[config.mk]
export PLATFORM = sky130hd
export DESIGN_NAME = detector_jogada_flat
export DESIGN_NICKNAME = d
export VERILOG_FILES = /design/src/rtl/jogo_pkg.sv /design/src/rtl/detector_jogada_if.sv /design/src/rtl/contador_timeout.sv /design/src/rtl/detector_jogada.sv /design/src/flat_wrapper.sv
export SDC_FILE = /design/constraint.sdc
export NUM_CORES = 1
export LEC_CHECK = 0
export CAP_MARGIN = 20
export CORE_ASPECT_RATIO = 0.75
export CORE_MARGIN = 5
export CORE_UTILIZATION = 35
export CTS_BUF_LIST = sky130_fd_sc_hd__clkbuf_16
export DETAILED_ROUTE_END_ITERATION = 8
export GPL_TIMING_DRIVEN = 0
export MAX_ROUTING_LAYER = met4
export PLACE_DENSITY = 0.53
export REMOVE_ABC_BUFFERS = 1
export SLEW_MARGIN = 10
export SYNTH_ARGS = -nofsm -noshare
export SYNTH_HDL_FRONTEND = slang
export SYNTH_SLANG_ARGS = --single-unit
[constraint.sdc]
create_clock -name clock -period 1.8 [get_ports clock]
set_input_delay 0.36 -clock clock [delete_from_list [all_inputs] [get_ports clock]]
set_output_delay 0.36 -clock clock [all_outputs]
set_load 0.03 [all_outputs]
[src/rtl/jogo_pkg.sv]
// Shared definitions for the game input stage: FSM state codes and key-pattern helpers.
package jogo_pkg;

    localparam logic [1:0] ESPERA = 2'd0;
    localparam logic [1:0] FILTRA = 2'd1;
    localparam logic [1:0] VALIDA = 2'd2;
    localparam logic [1:0] SOLTA  = 2'd3;

    function automatic logic eh_one_hot(input logic [3:0] v);
        return (v != 4'b0000) && ((v & (v - 4'd1)) == 4'b0000);
    endfunction

endpackage

[src/rtl/detector_jogada_if.sv]
// Key/timer bundle between the upstream driver (master) and detector_jogada (slave).
interface detector_jogada_if;

    logic [3:0] chaves;
    logic       zera_timer;
    logic [3:0] jogada;
    logic       jogada_feita;
    logic       tem_jogada;
    logic       fim_timer;
    logic [3:0] db_estado;

    modport master (
        output chaves, zera_timer,
        input  jogada, jogada_feita, tem_jogada, fim_timer, db_estado
    );

    modport slave (
        input  chaves, zera_timer,
        output jogada, jogada_feita, tem_jogada, fim_timer, db_estado
    );

endinterface

[src/rtl/contador_timeout.sv]
// Per-play timeout counter with a sticky terminal flag; clear beats count and terminal.
module contador_timeout #(
    parameter int unsigned TIMEOUT_CICLOS = 5000
) (
    input  logic clock,
    input  logic reset,
    input  logic clear,
    input  logic enable,
    output logic fim
);

    localparam int unsigned TW = (TIMEOUT_CICLOS > 1) ? $clog2(TIMEOUT_CICLOS) : 1;
    // Flag rises on the edge that loads TIMEOUT_CICLOS-1, so it is seen one edge earlier.
    localparam logic [TW-1:0] T_PENULT = TW'(TIMEOUT_CICLOS - 2);

    logic [TW-1:0] t_q, t_d;
    logic          fim_q, fim_d;

    always_comb begin
        t_d   = t_q;
        fim_d = fim_q;
        if (clear) begin
            t_d   = '0;
            fim_d = 1'b0;
        end else if (enable && !fim_q) begin
            t_d = t_q + 1'b1;
            if (t_q == T_PENULT) begin
                fim_d = 1'b1;
            end
        end
    end

    always_ff @(posedge clock or posedge reset) begin
        if (reset) begin
            t_q   <= '0;
            fim_q <= 1'b0;
        end else begin
            t_q   <= t_d;
            fim_q <= fim_d;
        end
    end

    assign fim = fim_q;

endmodule

[src/rtl/detector_jogada.sv]
// Synchronizes and debounces the four keys, accepts one-hot presses and pulses jogada_feita.
module detector_jogada
    import jogo_pkg::*;
#(
    parameter int unsigned DEBOUNCE_CICLOS = 4,
    parameter int unsigned TIMEOUT_CICLOS  = 5000
) (
    input logic              clock,
    input logic              reset,
    detector_jogada_if.slave bus
);

    localparam int unsigned CW = $clog2(DEBOUNCE_CICLOS + 1);
    localparam logic [CW-1:0] CNT_FIM = CW'(DEBOUNCE_CICLOS);

    logic [3:0]    sync_q, chaves_s;
    logic [1:0]    estado_q, estado_d;
    logic [3:0]    amostra_q, amostra_d;
    logic [CW-1:0] cnt_q, cnt_d;
    logic [3:0]    jogada_q, jogada_d;
    logic          fim;

    always_comb begin
        estado_d  = estado_q;
        amostra_d = amostra_q;
        cnt_d     = cnt_q;
        jogada_d  = jogada_q;
        case (estado_q)
            ESPERA: begin
                if (eh_one_hot(chaves_s)) begin
                    estado_d  = FILTRA;
                    amostra_d = chaves_s;
                    cnt_d     = CW'(1);
                end else if (chaves_s != 4'b0000) begin
                    estado_d = SOLTA;
                    cnt_d    = '0;
                end
            end
            FILTRA: begin
                if (chaves_s != amostra_q) begin
                    estado_d = ESPERA;
                end else begin
                    cnt_d = cnt_q + 1'b1;
                    if (cnt_d == CNT_FIM) begin
                        estado_d = VALIDA;
                        jogada_d = amostra_q;
                    end
                end
            end
            VALIDA: begin
                estado_d = SOLTA;
                cnt_d    = '0;
            end
            SOLTA: begin
                // Any key activity restarts the release window.
                if (chaves_s != 4'b0000) begin
                    cnt_d = '0;
                end else begin
                    cnt_d = cnt_q + 1'b1;
                    if (cnt_d == CNT_FIM) begin
                        estado_d = ESPERA;
                    end
                end
            end
            default: estado_d = ESPERA;
        endcase
    end

    always_ff @(posedge clock or posedge reset) begin
        if (reset) begin
            sync_q    <= '0;
            chaves_s  <= '0;
            estado_q  <= ESPERA;
            amostra_q <= '0;
            cnt_q     <= '0;
            jogada_q  <= '0;
        end else begin
            sync_q    <= bus.chaves;
            chaves_s  <= sync_q;
            estado_q  <= estado_d;
            amostra_q <= amostra_d;
            cnt_q     <= cnt_d;
            jogada_q  <= jogada_d;
        end
    end

    contador_timeout #(
        .TIMEOUT_CICLOS(TIMEOUT_CICLOS)
    ) u_timeout (
        .clock  (clock),
        .reset  (reset),
        .clear  (bus.zera_timer || (estado_q == VALIDA)),
        .enable (1'b1),
        .fim    (fim)
    );

    assign bus.jogada       = jogada_q;
    assign bus.jogada_feita = (estado_q == VALIDA);
    assign bus.tem_jogada   = |chaves_s;
    assign bus.fim_timer    = fim;
    assign bus.db_estado    = {2'b00, estado_q};

endmodule

[src/flat_wrapper.sv]
// flat-port wrapper written by rule: the top's interface ports become plain ports
module detector_jogada_flat import jogo_pkg::*;
#(
    parameter int unsigned DEBOUNCE_CICLOS = 4,
    parameter int unsigned TIMEOUT_CICLOS  = 5000
)
  (clock, reset, bus_chaves, bus_zera_timer, bus_jogada, bus_jogada_feita, bus_tem_jogada, bus_fim_timer, bus_db_estado);
  detector_jogada_if bus_i ();
  input logic clock;
  input logic reset;
  input wire logic [$bits(bus_i.chaves)-1:0] bus_chaves;
  input wire logic [$bits(bus_i.zera_timer)-1:0] bus_zera_timer;
  output wire logic [$bits(bus_i.jogada)-1:0] bus_jogada;
  output wire logic [$bits(bus_i.jogada_feita)-1:0] bus_jogada_feita;
  output wire logic [$bits(bus_i.tem_jogada)-1:0] bus_tem_jogada;
  output wire logic [$bits(bus_i.fim_timer)-1:0] bus_fim_timer;
  output wire logic [$bits(bus_i.db_estado)-1:0] bus_db_estado;
  assign bus_i.chaves = bus_chaves;
  assign bus_i.zera_timer = bus_zera_timer;
  assign bus_jogada = bus_i.jogada;
  assign bus_jogada_feita = bus_i.jogada_feita;
  assign bus_tem_jogada = bus_i.tem_jogada;
  assign bus_fim_timer = bus_i.fim_timer;
  assign bus_db_estado = bus_i.db_estado;
  detector_jogada #(.DEBOUNCE_CICLOS(DEBOUNCE_CICLOS), .TIMEOUT_CICLOS(TIMEOUT_CICLOS)) u_core (.clock(clock), .reset(reset), .bus(bus_i));
endmodule
After elaboration in Yosys (flattened, before gate mapping). Cells that the tools add are included.

Output and inout port bits: 11. Register bits: 35. Latch bits: 0. Input bits: 7. Bits in read-only memories: 0. Bits in writable memories: 0. Memories: 0. Logic and storage cells: 52.

Add/subtract/negate cells: 3. Div/mod/pow operators: 0. Reduce and logical (&&, ||, !) cells: 10. Equality and inequality tests: 12. Shift-type cells: 0. Multiply operators: 0. Order comparisons: 0. Muxes and demuxes: 17. Bitwise operators: 2.

Operators by type and width (number): $mux 13 (2); $add 13x1->13 const B (1); $eq 13x13->1 const B (1); $mux 2 (6); $mux 3 (4); $pmux 3 s4 (1); $pmux 2 s4 (1); $ne 2x2->1 const B (3); $ne 3x1->1 const B (2); $and 4x4->4 (1); $eq 2x2->1 const B (2); $logic_not 4->1 (1); $ne 4x4->1 (1); $reduce_and 2->1 (2); $reduce_and 4->1 (1); $reduce_bool 4->1 (1); $reduce_or 4->1 (1); $sub 4x1->4 const B (1); $add 3x1->3 const B (1); $eq 3x3->1 const B (1); $mux 1 (3); $reduce_and 3->1 (1); $eq 2x1->1 const B (1); $logic_not 2->1 (1); other kinds (4) (4).

Longest topological paths before layout.
Depth after elaboration: 6. Mapped depth: 7. Depth with buffers taken out: 6.

By module. From an unflattened synthesis, not the netlist that was laid out.

Cells, all modules: 194. Area, all modules: 1925.6 um^2.

By module, submodules not included: detector_jogada (times used 1, seq. area each 525.5 um^2, cells an instance 115, area each 1139.8 um^2); contador_timeout (times used 1, seq. area each 350.3 um^2, cells an instance 79, area each 785.8 um^2).

Worst setup path before layout. OpenSTA, ideal clock, no wires.

Path type: register to register. Start point: reg u_core.estado_q[1]. End point: reg u_core.u_timeout.fim_q, in the netlist u_core.u_timeout.fim. Arrival time: 1.855 ns. Path slack: -0.177 ns. Buffers on the path: 3. Data required time: 1.678 ns. Period minus slack after synthesis: 1.977 ns. Library setup time: 0.122 ns. Cell stages (with the launch flop): 8. Path through: dfrtp_1 -> buf_2 -> inv_2 -> nor2_1 -> or2_2 -> clkbuf_1 -> buf_2 -> nor2_1.

Longest elaborated chain between the ends: 3.

RTL lines: from (decl) (RTL line detector_jogada.sv:17) `logic [1:0] estado_q, estado_d;`; from (signal assigned) (RTL line detector_jogada.sv:80) `estado_q <= estado_d;`; $eq 2x2->1; net bus_jogada_feita (RTL line flat_wrapper.sv:14) `output wire logic [$bits(bus_i.jogada_feita)-1:0] bus_jogada_feita;`; $logic_or 1x1->1 (RTL line detector_jogada.sv:92) `.clear (bus.zera_timer || (estado_q == VALIDA)),`; $mux 1 (RTL line contador_timeout.sv:22) `if (clear) begin`; net u_core.u_timeout.fim_d (RTL line contador_timeout.sv:17) `logic fim_q, fim_d;`; to (signal assigned) (RTL line contador_timeout.sv:39) `fim_q <= fim_d;`; to (decl) (RTL line contador_timeout.sv:17).

The timed path passes the listed nets, and every way through them passes these cells. A chain may end at the register's enable or synchronous reset.

Worst setup path in the final report.
Start point: reg u_core.chaves_s[1]. End point: out bus_tem_jogada.

Longest elaborated chain between the ends: 1.

RTL lines: from (decl) (RTL line detector_jogada.sv:16) `logic [3:0] sync_q, chaves_s;`; from (signal assigned) (RTL line detector_jogada.sv:79) `chaves_s <= sync_q;`; $reduce_or 4->1 (RTL line detector_jogada.sv:99) `assign bus.tem_jogada = |chaves_s;`; to (decl) (RTL line flat_wrapper.sv:15) `output wire logic [$bits(bus_i.tem_jogada)-1:0] bus_tem_jogada;`.

Every way passes these cells.

==> summary.txt <==
Routability Congestion: 0.8365
RR Endpoint: u_core.cnt_q[2]
Sequential cell area fraction in the yosys report: 0.4772
Comb power frac: 0.130
Flops & latches, synth: 35
Final Hold Viols: 0
DR vias/cell: 4.990
Highest Clock Rate: 0.5710 GHz
Hold wc startpoint: u_core.sync_q[3]
Worst min path class: register to register
Mapped cell area: 1836 µm²
Fillers: 476
Die width: 93.62 µm
DRT iter0 DRCs: 93
Initial antenna violation count: 0
Area leader, netlist: dfrtp_1
Post-synth EDFFs: 0
Share of layout cells above drive strength 1: 0.2055
P_int: 1.607 mW
Peak supply drop: 0.7063 mV
Slew headroom: 0.5217
Yosys cell types: 41
Count of antenna-violating nets left after detailed routing: 0
All-Layer GR Usage: 0.1190
Synth Instances: 189
Hold bufs inserted after CTS: 0
Pre-antenna DRT Iters: 4
Fin crit period: 1.751 ns
Setup Viol. Count Final: 0
Initial core utilization: 0.3684
Grt total ovfl: 0
Status: completed
Synth area leaders: dfrtp_1 (48%), xnor2_1 (6.7%), nor2_1 (6.1%), nand2_1 (3.1%), xor2_1 (2.9%)
Clock Sinks: 35
CTS tree: yes
Drt total wl: 3805 µm
Psw: 0.5493 mW
DP HPWL: 2506 µm
Diodes inserted: 0
Root Buffer: clkbuf_16
Vias: 1,452
Reg-to-reg critical path startpoint: u_core.chaves_s[3]
H-tree depth: 2
I/O Buffers: 15
Worst Setup End Kind: primary output
Synth warnings: 0
Site Rows: 22
Register-to-register path setup slack: 0.09 ns
Placed cells: 267
Fin util: 0.4769
Reg power frac: 0.419
CTS Buf Count: 5
Hold Crit Endpoint: u_core.chaves_s[3]
Final period util: 0.9729
Worst Reg2Reg Path Length in Cells: 6
PwrDens: 907.5 nW/µm²
Critical Path RT: 1.44 ns
Drt wl/cell: 13.08 µm
Clock Power Share: 0.451
Area grow syn2layout: 29.45%
Fraction of registers with async set or reset after synthesis: 1.000
Clk_lat worst skew: 0.28 ns
CTS clk-pin slew, worst paths: 0.06 ns
Slew Limit Fails: 0
Leakage: 1.009 nW
Die area: 6808 µm²
First-pass GRT wire length: 6182 µm
Top FF cell, synth: dfrtp_1
Critical path arrival: 1.39 ns
Slew @ Worst Pin: 0.7164 ns
Worst Setup Start Kind: register
Clock buffer depth: 2
Clk_skew: 0.006280 ns
Maxcap violations: 0
Sw frac: 0.2548
Crit-path max FO: 7
Critical path class: register to primary output
Boundary pin count: 18
Largest net degree at the start of global routing: 36
DR DRC count: 0
Cell Count, Final, Fillers Out: 291
Worst hold path cell count: 0
Core box area: 4982 µm²
Vias in the first global route: 1,272
Share of the synthesized area in the top cell type: 0.4772
Avg Cell Area, Syn: 9.712 µm²
Height of the die: 72.72 µm
Final #Nets: 229
## synthesized netlist by cell type (3+ instances only)
master / number
nand2_1: 15
clkbuf_1: 3
xnor2_1: 14
a41oi_1: 3
buf_4: 3
nor2_1: 30
ha_1: 4
nand4b_1: 5
inv_1: 6
xor2_1: 6
buf_2: 3
nand3_1: 9
nor3_1: 4
dfrtp_1: 35
a21oi_1: 4
nor4_1: 7
mux2_1: 4
## metal layers
layer,GRT usage,share of wire,vias to the layer above
li1,-,-,709
met1,0.1682,0.49,699
met2,0.1593,0.44,39
met3,0.03402,0.054,5
met4,0.04647,0.011,0
met5,-,0,-
## registers in the layout (all words and copies together) (netlist names)
| name | count |
|---|---|
| u_core.u_timeout.t_q | 13 |
| u_core.chaves_s | 4 |
| u_core.bus.jogada | 4 |
| u_core.sync_q | 4 |
| u_core.cnt_q | 3 |
| u_core.u_timeout.fim | 1 |
| u_core.estado_q | 2 |
| u_core.amostra_q | 4 |
## logic make-up (layout without fill, tap and decap cells)
logic type      count (synthesis)  in the layout  share of synthesized area
mux                             5              5                    0.02999
flops                          35             35                     0.4772
fa+ha+maj                       4              4                    0.02727
simple gates                   87             87                     0.2447
compound gates                 19             19                    0.07840
xor+xnor                       20             20                    0.09543
other cells                     1              2                   0.002043
buf+inv                        18             47                    0.04498
## worst max-delay path: stages, from the launching register on
cell	delay (ns)
dfrtp_2	0.47
nor4_4	0.35
inv_2	0.10
buf_2	0.19
## final cells by class
class / count / area (µm²) / share of cell area
tap: 72 / 90.09 / 0.03791
clock buffer: 5 / 125.1 / 0.05266
multi-input combinational: 137 / 937.1 / 0.3944
clock inverter: 3 / 43.79 / 0.01843
inverter: 8 / 30.03 / 0.01264
timing repair buffer: 31 / 266.5 / 0.1122
sequential: 35 / 883.3 / 0.3718
## stage by stage
stage	setup slack (ns)	instance area [µm²]	hold WS (ns)	total power, mW	setup TNS, ns
global placement	-0.4319	2027	0.3331	1.139	-5.624
detailed placement	-0.4751	2027	0.3347	1.147	-1.724
global route	-0.01432	2376	0.3488	2.256	-0.01432
finish	0.04875	2376	0.3444	2.156	0
CTS	-0.09573	2241	0.3460	2.138	-0.2180
floorplan	0.07413	1787	0.3312	1.061	0
## power groups by stage
stage / registers (mW) / logic, mW / clock network (mW)
floorplan: 0.911 / 0.149 / 0
global placement: 0.912 / 0.227 / 0
detailed placement: 0.916 / 0.231 / 0
CTS: 0.906 / 0.236 / 0.997
global route: 0.913 / 0.310 / 1.03
finish: 0.904 / 0.280 / 0.973
## worst max-delay path by stage
stage	cells after the start	from	to
2_1_floorplan	4	u_core.estado_q[1]	u_core.u_timeout.fim
3_3_place_gp	3	u_core.chaves_s[1]	bus_tem_jogada
3_5_place_dp	3	u_core.chaves_s[3]	bus_tem_jogada
4_1_cts	3	u_core.chaves_s[2]	bus_tem_jogada
5_1_grt	3	u_core.chaves_s[1]	bus_tem_jogada
6_report	3	u_core.chaves_s[1]	bus_tem_jogada
## cells in the final DEF, fill, tap and decap left out, types with 4 or more instances in the layout
| master | Yosys | final |
|---|---|---|
| dfrtp_1 | 35 | 29 |
| dfrtp_2 | 0 | 6 |
| mux2_1 | 4 | 4 |
| clkbuf_16 | 0 | 5 |
| inv_1 | 6 | 5 |
| nand3_1 | 9 | 9 |
| xor2_1 | 6 | 5 |
| nor2_1 | 30 | 30 |
| nand2_1 | 15 | 15 |
| a21oi_1 | 4 | 4 |
| xnor2_1 | 14 | 11 |
| buf_4 | 3 | 14 |
| nor3_1 | 4 | 4 |
| nor4_1 | 7 | 7 |
| nand4b_1 | 5 | 5 |
| clkdlybuf4s50_1 | 0 | 10 |
## timing repair
item,CTS,global route
pin swaps,2,3
gates resized for setup,18,7
buffers inserted,1,15
setup endpoints to repair,12,8
No activity file was read; power rests on OpenSTA's default activity.
